`src/rtl/rv32i_types.sv`:
```
// Shared RV32I type definitions used by the memory stage: funct3 encodings and FSM states.
package rv32i_types;

    typedef enum logic [2:0] {
        F3_LB  = 3'b000,
        F3_LH  = 3'b001,
        F3_LW  = 3'b010,
        F3_LBU = 3'b100,
        F3_LHU = 3'b101
    } load_funct3_t;

    typedef enum logic [2:0] {
        F3_SB = 3'b000,
        F3_SH = 3'b001,
        F3_SW = 3'b010
    } store_funct3_t;

    typedef enum logic {
        IDLE,
        ACCESS
    } mem_stage_state_t;

    // Half accesses need an even address, word accesses a 4-byte aligned one.
    function automatic logic is_misaligned(input logic [2:0] funct3, input logic [1:0] off);
        logic result;
        result = 1'b0;
        case (funct3)
            3'b001, 3'b101: result = off[0];
            3'b010:         result = (off != 2'b00);
            default:        result = 1'b0;
        endcase
        return result;
    endfunction

endpackage

```
`src/rtl/mem_align.sv`:
```
// Combinational byte-lane steering: store mask/data placement and load lane extraction/extension.
module mem_align
    import rv32i_types::*;
(
    input  logic [2:0]  store_funct3,
    input  logic [1:0]  store_off,
    input  logic [31:0] store_data,
    output logic [3:0]  wmask,
    output logic [31:0] wdata,
    input  logic [2:0]  load_funct3,
    input  logic [1:0]  load_off,
    input  logic [31:0] rdata,
    output logic [31:0] load_data
);

    logic signed [7:0]  lane_b;
    logic signed [15:0] lane_h;

    always_comb begin
        wmask = 4'b0000;
        wdata = 32'd0;
        case (store_funct3_t'(store_funct3))
            F3_SB: begin
                wmask = 4'b0001 << store_off;
                wdata = store_data << {store_off, 3'b000};
            end
            F3_SH: begin
                wmask = 4'b0011 << {store_off[1], 1'b0};
                wdata = store_data << {store_off[1], 4'b0000};
            end
            F3_SW: begin
                wmask = 4'b1111;
                wdata = store_data;
            end
            default: begin
                wmask = 4'b0000;
                wdata = 32'd0;
            end
        endcase
    end

    always_comb begin
        lane_b    = rdata[{load_off, 3'b000} +: 8];
        lane_h    = rdata[{load_off[1], 4'b0000} +: 16];
        load_data = 32'd0;
        case (load_funct3_t'(load_funct3))
            F3_LB:   load_data = 32'(lane_b);
            F3_LBU:  load_data = {24'd0, lane_b};
            F3_LH:   load_data = 32'(lane_h);
            F3_LHU:  load_data = {16'd0, lane_h};
            F3_LW:   load_data = rdata;
            default: load_data = 32'd0;
        endcase
    end

endmodule

```
`src/rtl/mem_stage.sv`:
```
// RV32I memory-access stage: dmem request/response handshake, lane alignment, registered writeback.
// Optional macro MEM_STAGE_MISALIGN_TRAP_EN traps misaligned half/word accesses at accept.
module mem_stage
    import rv32i_types::*;
#(
    parameter int unsigned RESP_TIMEOUT = 0
) (
    input  logic        clk,
    input  logic        rst,
    input  logic        in_valid,
    output logic        in_ready,
    input  logic        in_mem_read,
    input  logic        in_mem_write,
    input  logic        in_load_regfile,
    input  logic [2:0]  in_funct3,
    input  logic [4:0]  in_rd,
    input  logic [31:0] in_alu_out,
    input  logic [31:0] in_rs2,
    input  logic        flush,
    output logic [31:0] dmem_address,
    output logic        dmem_read,
    output logic        dmem_write,
    output logic [3:0]  dmem_wmask,
    output logic [31:0] dmem_wdata,
    input  logic [31:0] dmem_rdata,
    input  logic        dmem_resp,
    output logic        wb_valid,
    output logic [4:0]  wb_rd,
    output logic [31:0] wb_data,
    output logic        wb_load_regfile,
    output logic        wb_err,
    output logic        wb_misaligned
);

    localparam logic [31:0] TO_LAST = 32'(RESP_TIMEOUT) - 32'd1;

    mem_stage_state_t state, state_next;
    logic [31:0] cnt;
    logic        accept, start_access, finish, abort, trap;
    logic        is_mem, misaligned, timeout_hit;
    logic [3:0]  align_wmask;
    logic [31:0] align_wdata, load_data;

    logic [4:0]  rd_p1;
    logic [2:0]  funct3_p1;
    logic [1:0]  off_p1;
    logic        store_p1, load_regfile_p1, flushed_p1;

    assign in_ready    = (state == IDLE);
    assign is_mem      = in_mem_read | in_mem_write;
    assign timeout_hit = (RESP_TIMEOUT != 0) && (cnt == TO_LAST);

`ifdef MEM_STAGE_MISALIGN_TRAP_EN
    assign misaligned = is_misaligned(in_funct3, in_alu_out[1:0]);
`else
    assign misaligned = 1'b0;
`endif

    mem_align u_align (
        .store_funct3 (in_funct3),
        .store_off    (in_alu_out[1:0]),
        .store_data   (in_rs2),
        .wmask        (align_wmask),
        .wdata        (align_wdata),
        .load_funct3  (funct3_p1),
        .load_off     (off_p1),
        .rdata        (dmem_rdata),
        .load_data    (load_data)
    );

    always_comb begin
        state_next   = state;
        accept       = 1'b0;
        start_access = 1'b0;
        finish       = 1'b0;
        abort        = 1'b0;
        trap         = 1'b0;
        case (state)
            IDLE: begin
                if (in_valid && !flush) begin
                    accept = 1'b1;
                    if (is_mem && misaligned) begin
                        trap = 1'b1;
                    end else if (is_mem) begin
                        start_access = 1'b1;
                        state_next   = ACCESS;
                    end
                end
            end
            ACCESS: begin
                if (dmem_resp) begin
                    finish     = 1'b1;
                    state_next = IDLE;
                end else if (timeout_hit) begin
                    abort      = 1'b1;
                    state_next = IDLE;
                end
            end
            default: state_next = IDLE;
        endcase
    end

    // Accept -> request stage: capture the op fields the response side needs.
    always_ff @(posedge clk) begin
        if (start_access) begin
            rd_p1           <= in_rd;
            funct3_p1       <= in_funct3;
            off_p1          <= in_alu_out[1:0];
            store_p1        <= in_mem_write;
            load_regfile_p1 <= in_load_regfile;
        end
    end

    // Request/response -> writeback stage.
    always_ff @(posedge clk) begin
        if (rst) begin
            state           <= IDLE;
            cnt             <= 32'd0;
            flushed_p1      <= 1'b0;
            dmem_address    <= 32'd0;
            dmem_read       <= 1'b0;
            dmem_write      <= 1'b0;
            dmem_wmask      <= 4'b0000;
            dmem_wdata      <= 32'd0;
            wb_valid        <= 1'b0;
            wb_rd           <= 5'd0;
            wb_data         <= 32'd0;
            wb_load_regfile <= 1'b0;
            wb_err          <= 1'b0;
            wb_misaligned   <= 1'b0;
        end else begin
            state    <= state_next;
            wb_valid <= 1'b0;
            if (accept && !start_access) begin
                wb_valid        <= 1'b1;
                wb_rd           <= in_rd;
                wb_data         <= in_alu_out;
                wb_load_regfile <= in_load_regfile && !trap;
                wb_err          <= 1'b0;
                wb_misaligned   <= trap;
            end
            if (start_access) begin
                cnt          <= 32'd0;
                flushed_p1   <= 1'b0;
                dmem_read    <= !in_mem_write;
                dmem_write   <= in_mem_write;
                dmem_address <= {in_alu_out[31:2], 2'b00};
                dmem_wmask   <= in_mem_write ? align_wmask : 4'b0000;
                dmem_wdata   <= in_mem_write ? align_wdata : 32'd0;
            end
            if (state == ACCESS) begin
                cnt <= cnt + 32'd1;
                if (flush) flushed_p1 <= 1'b1;
                // A flushed op still finishes its bus transaction; only the writeback is hidden.
                if (finish || abort) begin
                    dmem_read       <= 1'b0;
                    dmem_write      <= 1'b0;
                    wb_valid        <= !(flushed_p1 || flush);
                    wb_rd           <= rd_p1;
                    wb_data         <= (finish && !store_p1) ? load_data : 32'd0;
                    wb_load_regfile <= finish && !store_p1 && load_regfile_p1;
                    wb_err          <= abort;
                    wb_misaligned   <= 1'b0;
                end
            end
        end
    end

endmodule
```
`config.mk`:
```
export PLATFORM = sky130hd
export DESIGN_NAME = mem_stage
export DESIGN_NICKNAME = d
export VERILOG_FILES = /design/src/rtl/rv32i_types.sv /design/src/rtl/mem_align.sv /design/src/rtl/mem_stage.sv
export SDC_FILE = /design/constraint.sdc
export NUM_CORES = 1
export LEC_CHECK = 0
export ABC_AREA = 1
export CORE_ASPECT_RATIO = 0.5
export CORE_MARGIN = 2
export CORE_UTILIZATION = 49
export DETAILED_ROUTE_END_ITERATION = 6
export PLACE_DENSITY = 0.86
export REMOVE_ABC_BUFFERS = 1
export SKIP_LAST_GASP = 1
export SYNTH_ARGS = -nofsm -noshare
export SYNTH_HDL_FRONTEND = slang
export SYNTH_SLANG_ARGS = --single-unit
```
`constraint.sdc`:
```
create_clock -name clk -period 3.9 [get_ports clk]
set_clock_uncertainty 0.2 [all_clocks]
set_input_delay 0.78 -clock clk [delete_from_list [all_inputs] [get_ports clk]]
set_output_delay 0.78 -clock clk [all_outputs]
set_load 0.005 [all_outputs]
```
# After elaboration in Yosys (flattened, before gate mapping)

Cells that the tools add are included.

Flip-flop bits (word level): 123
Bits in latches: 0
Memory bits (writable): 0
Bits in read-only memories: 0
Input bits: 112
Output and inout port bits: 112
Logic and storage cells: 86
Memories: 0

$add $sub $neg: 0
$mul: 0
Div/mod/pow operators: 0
$lt $le $gt $ge: 0
Equal/unequal tests: 6
Shifts and indexed selects: 6
Muxes and demuxes: 42
Bitwise logic cells: 2
Reductions and logical operators: 12

Operators with widths:

| operator                                             | number |
|---|---|
| two-way mux 32 bit                                   | 5 |
| one-hot mux 32 bit (5 select lines)                  | 1 |
| one-hot mux 32 bit (3 select lines)                  | 1 |
| left shift 32 x 5 -> 32 bit                          | 2 |
| indexed part select 32 x 6 -> 16 bit                 | 1 |
| indexed part select 32 x 6 -> 8 bit                  | 1 |
| two-way mux 1 bit                                    | 29 |
| two-way mux 5 bit                                    | 3 |
| one-hot mux 4 bit (3 select lines)                   | 1 |
| equality test 3 x 1 -> 1 bit (second input constant) | 2 |
| equality test 3 x 2 -> 1 bit (second input constant) | 2 |
| equality test 3 bit (second input constant)          | 2 |
| zero test 3 bit                                      | 2 |
| zero test 1 bit                                      | 5 |
| logical AND 1 bit                                    | 4 |
| two-way mux 4 bit                                    | 1 |
| left shift 1 x 2 -> 4 bit (first input constant)     | 1 |
| left shift 2 x 2 -> 4 bit (first input constant)     | 1 |
| one-hot mux 1 bit (2 select lines)                   | 1 |
| logical OR 1 bit                                     | 1 |
| inverter 1 bit                                       | 1 |
| OR 1 bit                                             | 1 |

# Longest topological paths before layout

Depth in word-level cells: 9
Depth in mapped cells: 11

# Modules after synthesis

A second synthesis with hierarchy kept.

Cell total of the unflattened synthesis: 1,009
Area total of the unflattened synthesis: 6,570.1 sq um

Modules (own cells, without submodules):

| module    | times used | cells an instance | area an instance (sq um) |
|---|---|---|---|
| mem_stage | 1          | 663               | 4,962.3 |
| mem_align | 1          | 346               | 1,607.8 |

# Least setup slack after synthesis

No wires, ideal clock.

Path kind: in2reg
Start point: input in_valid
End point: register funct3_p1[0], enable pin
Arrival time: 1.730 ns
Path slack: 1.591 ns
Stages on the path: 5
Cell sequence: inv_1 > nor2_1 > nand2_1 > nor2_4 > clkbuf_1

Cells in the longest elaborated chain, start to end: 3

RTL lines:

| element                | RTL line         | source |
|---|---|---|
| start, declared        | mem_stage.sv:10  | `input logic in_valid,` |
| logical AND 1 bit      | mem_stage.sv:80  | `if (in_valid && !flush) begin` |
| two-way mux 1 bit      | mem_stage.sv:80  |  |
| two-way mux 1 bit      | mem_stage.sv:78  | `case (state)` |
| named net start_access | mem_stage.sv:39  | `logic accept, start_access, finish, abort, trap;` |
| end signal, assigned   | mem_stage.sv:107 | `funct3_p1 <= in_funct3;` |
| end, declared          | mem_stage.sv:45  | `logic [2:0] funct3_p1;` |

The timed path passes the listed nets, and every way through them passes these cells.
A chain may end at the register's enable or synchronous reset.

# Worst setup path after layout

Start point: input in_funct3[0]
End point: register dmem_wdata[15]

Cells in the longest elaborated chain, start to end: 3
Elaborated cells on any way between the ends: 5

RTL lines:

| element                                                    | RTL line         | source |
|---|---|---|
| start, declared                                            | mem_stage.sv:15  | `input logic [2:0] in_funct3,` |
| equality test 3 x 2 -> 1 bit, or another cell as far along | mem_align.sv:22  | `case (store_funct3_t'(store_funct3))` |
| one-hot mux 32 bit (3 select lines) (*)                    | mem_align.sv:22  |  |
| two-way mux 32 bit (*)                                     | mem_stage.sv:149 | `dmem_wdata <= in_mem_write ? align_wdata : 32'd0;` |
| end signal, assigned                                       | mem_stage.sv:149 |  |
| end, declared                                              | mem_stage.sv:24  | `output logic [31:0] dmem_wdata,` |

Every way passes the cells marked *; elsewhere a longest branch is shown, timed or not.

==> reports/summary.txt <==
CP delay by family, top - compound AO/OA/AOI/OAI gates
DRC viols - 0
Slew of the pin with the lowest slew margin - 0.9259 ns
Initial Util - 51.21%
Final hold viol count - 0
Tot Pwr - 0.003491 W
CTS root buf - clkbuf_16
Area Growth Syn to Fin - 45.53%
Buf/Inv on CP - 1
Commonest non-fill, non-tap cell in the layout - clkdlybuf4s50_1
Initial drt markers - 623
Clk Latency, worst-skew pair - 0.41 ns
Final Critical Period - 2.584 ns
Via-per-instance ratio - 5.542
Nets - 1177
Die area - 13560 sq um
WS Path Type - in -> reg
WL/cell - 16.07 um
Most frequent cells in the layout - 221 x clkdlybuf4s50_1, 207 x nand2_1, 111 x dfxtp_1
Max_cap viols - 0
Crit-path slowest cell - clkdlybuf4s50_1
Max FO, Critical Path - 20
Status - complete, no violations
H-tree depth - 4
R2r setup slk - 1.39 ns
Ys Warns - 0
Yosys reg bits - 123
Post-Synth Simple-Gate Area - 29.96%
Hpwl dp - 13.60 mm
Via count - 6889
Clock transition at path regs - 0.06 ns
DRT Pass-1 Iters - 6
Pin count of the biggest net entering global routing - 48
Max clock buf depth - 2
Slew Limit Fails - 0
FP Rows - 28
GR peak layer - met2
Post-CTS Resized - 0
Setup TNS - 0 ns
Mapped Cells - 869
Initial antenna violation count - 0
Worst vdd ir - 0.2951 mV
Slew headroom - 38.28%
RSZ-0062 raised after global routing - no
Mapped Area - 6172 sq um
Count of unique library cells instantiated by Yosys - 37
Slack of the critical path - 1.316 ns
Crit path DAT - 2.72 ns
Final setup fails - 0
Compound-gate portion of the synthesized area - 17.64%
Hold WS - 0.2476 ns
IO Pins - 224
Share of layout cells above drive strength 1 - 7.607%
Final Util - 74.53%
Wire length of the first global-routing pass - 32.09 mm
Post-route clock period utilization - 66.25%
# port buffers - 221
Met3 Use GR - 5.694%
# diodes - 0
Number of buffers created by CTS - 17
Total gr overflow - 0
Cts-stage hold buffer count - 0
Post-Route WL - 19.98 mm
Adder-Cell Fraction of Synth Area - 0%
Vias in the first global route - 6675
Post-route ant nets - 0
RePlAce Congestion - 0.8700
Tot GR Track Use - 29.32%
FMAX - 0.3870 GHz
Chip width - 162.7 um
Core Box Area - 12050 sq um
Share of the synthesized area in the top cell type - 36.00%
Post-CTS Setup Repair Bufs - 0
Data required, critical path - 4.03 ns
PwrDens - 388.7 nW/um^2
CP Launch Type - primary input
Clk sink count - 123
Die height - 83.36 um
Cell accounting for the most synthesized area - dfxtp_1
Seq/Total Area, Yosys - 41.84%
XOR/XNOR Fraction of Synth Area - 0%
Leakage power - 3.649 nW
CP max stage delay - 0.59 ns
CTS tree - done
Main combinational cell family by area after synthesis - simple AND/OR/NAND/NOR gates
Syn Area/Cell - 7.103 sq um
Worst Setup End Kind - register
CP Cell Sequence - clkdlybuf4s50_1, nand3_4, a21oi_4, nand3_1, o21ai_1, nand2_1, a21oi_1
Ranking of synthesized cells by area - dfxtp_1 36%, nand2_1 13%, o21ai_0 7.8%, nand3_1 6.8%, nor2_1 6.1%
GR Layer Usage met1 - 35.68%
Placement Setup Slack - 1.000 ns
Met2 Usage GRT - 50.12%
Worst min path class - reg -> reg
Mux contribution to synthesized area - 1.297%
worst register-to-register path, cell delays in order (launching register included):
cell and delay [ns]:
edfxtp_1 0.95, o21ai_0 0.31, o21ai_1 0.26, nand2_2 0.33
o211ai_1 0.23, nand2_1 0.08, o21ai_0 0.07
through the flow:
step | cells | cell area (sq um)
2_1_floorplan | 813 | 5837
3_3_place_gp | 1211 | 8369
3_5_place_dp | 1211 | 8369
4_1_cts | 1243 | 8982
5_1_grt | 1243 | 8982
6_report | 1243 | 8982
cells in the mapped netlist:
library cell  instances
a21oi_4               1
a21oi_1              38
a21oi_2               5
o21a_1                2
o21ai_0              96
mux2i_1               8
buf_6                 3
nor3_2                1
o221ai_1              8
clkbuf_1             17
edfxtp_1             12
nor2_1              100
buf_8                 1
nand2_8               1
dfxtp_1             111
buf_1                 1
conb_1                1
o211ai_1             19
o21ai_1              21
nor3_1                1
nor2_4                2
inv_2                 5
buf_2                26
buf_4                 7
o32ai_1               1
nand3_4               1
nand2_1             207
or2_2                 2
nand3_2               1
nand3_1              84
nand4_1               2
nor2_2                3
buf_12                2
o21ai_4               1
inv_1                56
nand3b_1              8
nand2_2              14
registers in the layout, indices dropped and copies added (netlist names):
| name | cells |
|---|---|
| off_p1 | 2 |
| store_p1 | 1 |
| wb_err | 1 |
| load_regfile_p1 | 1 |
| wb_rd | 5 |
| dmem_wmask | 4 |
| state | 1 |
| wb_misaligned | 1 |
| dmem_wdata | 32 |
| wb_data | 32 |
| dmem_read | 1 |
| funct3_p1 | 3 |
| dmem_write | 1 |
| wb_load_regfile | 1 |
| rd_p1 | 5 |
| dmem_address | 30 |
| flushed_p1 | 1 |
| wb_valid | 1 |
area by class of cell:
cell class | instances | area (sq um)
repair buffers | 233 | 2315
flip-flops and latches | 123 | 2582
clock buffers | 17 | 425.4
clock inverters | 15 | 187.7
fillers | 963 | 3069
well taps | 165 | 206.4
multi-input cells | 629 | 3037
inverters | 61 | 229.0
worst paths after layout:
path,cells past startpoint,startpoint,to
setup reg to reg,6,off_p1[1],wb_data[9]
hold reg to reg,2,wb_err,wb_err
hold / removal,2,wb_err,wb_err
setup / recovery,7,in_funct3[0],dmem_wdata[15]
logic make-up after synthesis:
logic type	Yosys count
simple gates	427
compound gates	192
flops	123
buf+inv	118
mux	8
other cells	1
metal layers:
metal | routed length (um) | vias to the layer above | share of wire, %
met4 | 570 | 0 | 2.9
met5 | 0 | - | 0
met2 | 9574 | 363 | 48
met3 | 1559 | 55 | 7.8
met1 | 8271 | 3215 | 41
li1 | - | 3256 | -
power by group:
part / switching, W / internal, W
sequential: 0.0000272 / 0.00133
clock: 0.000632 / 0.00102
combinational: 0.000244 / 0.000245
Note: power is estimated with default switching activity, not from simulation.
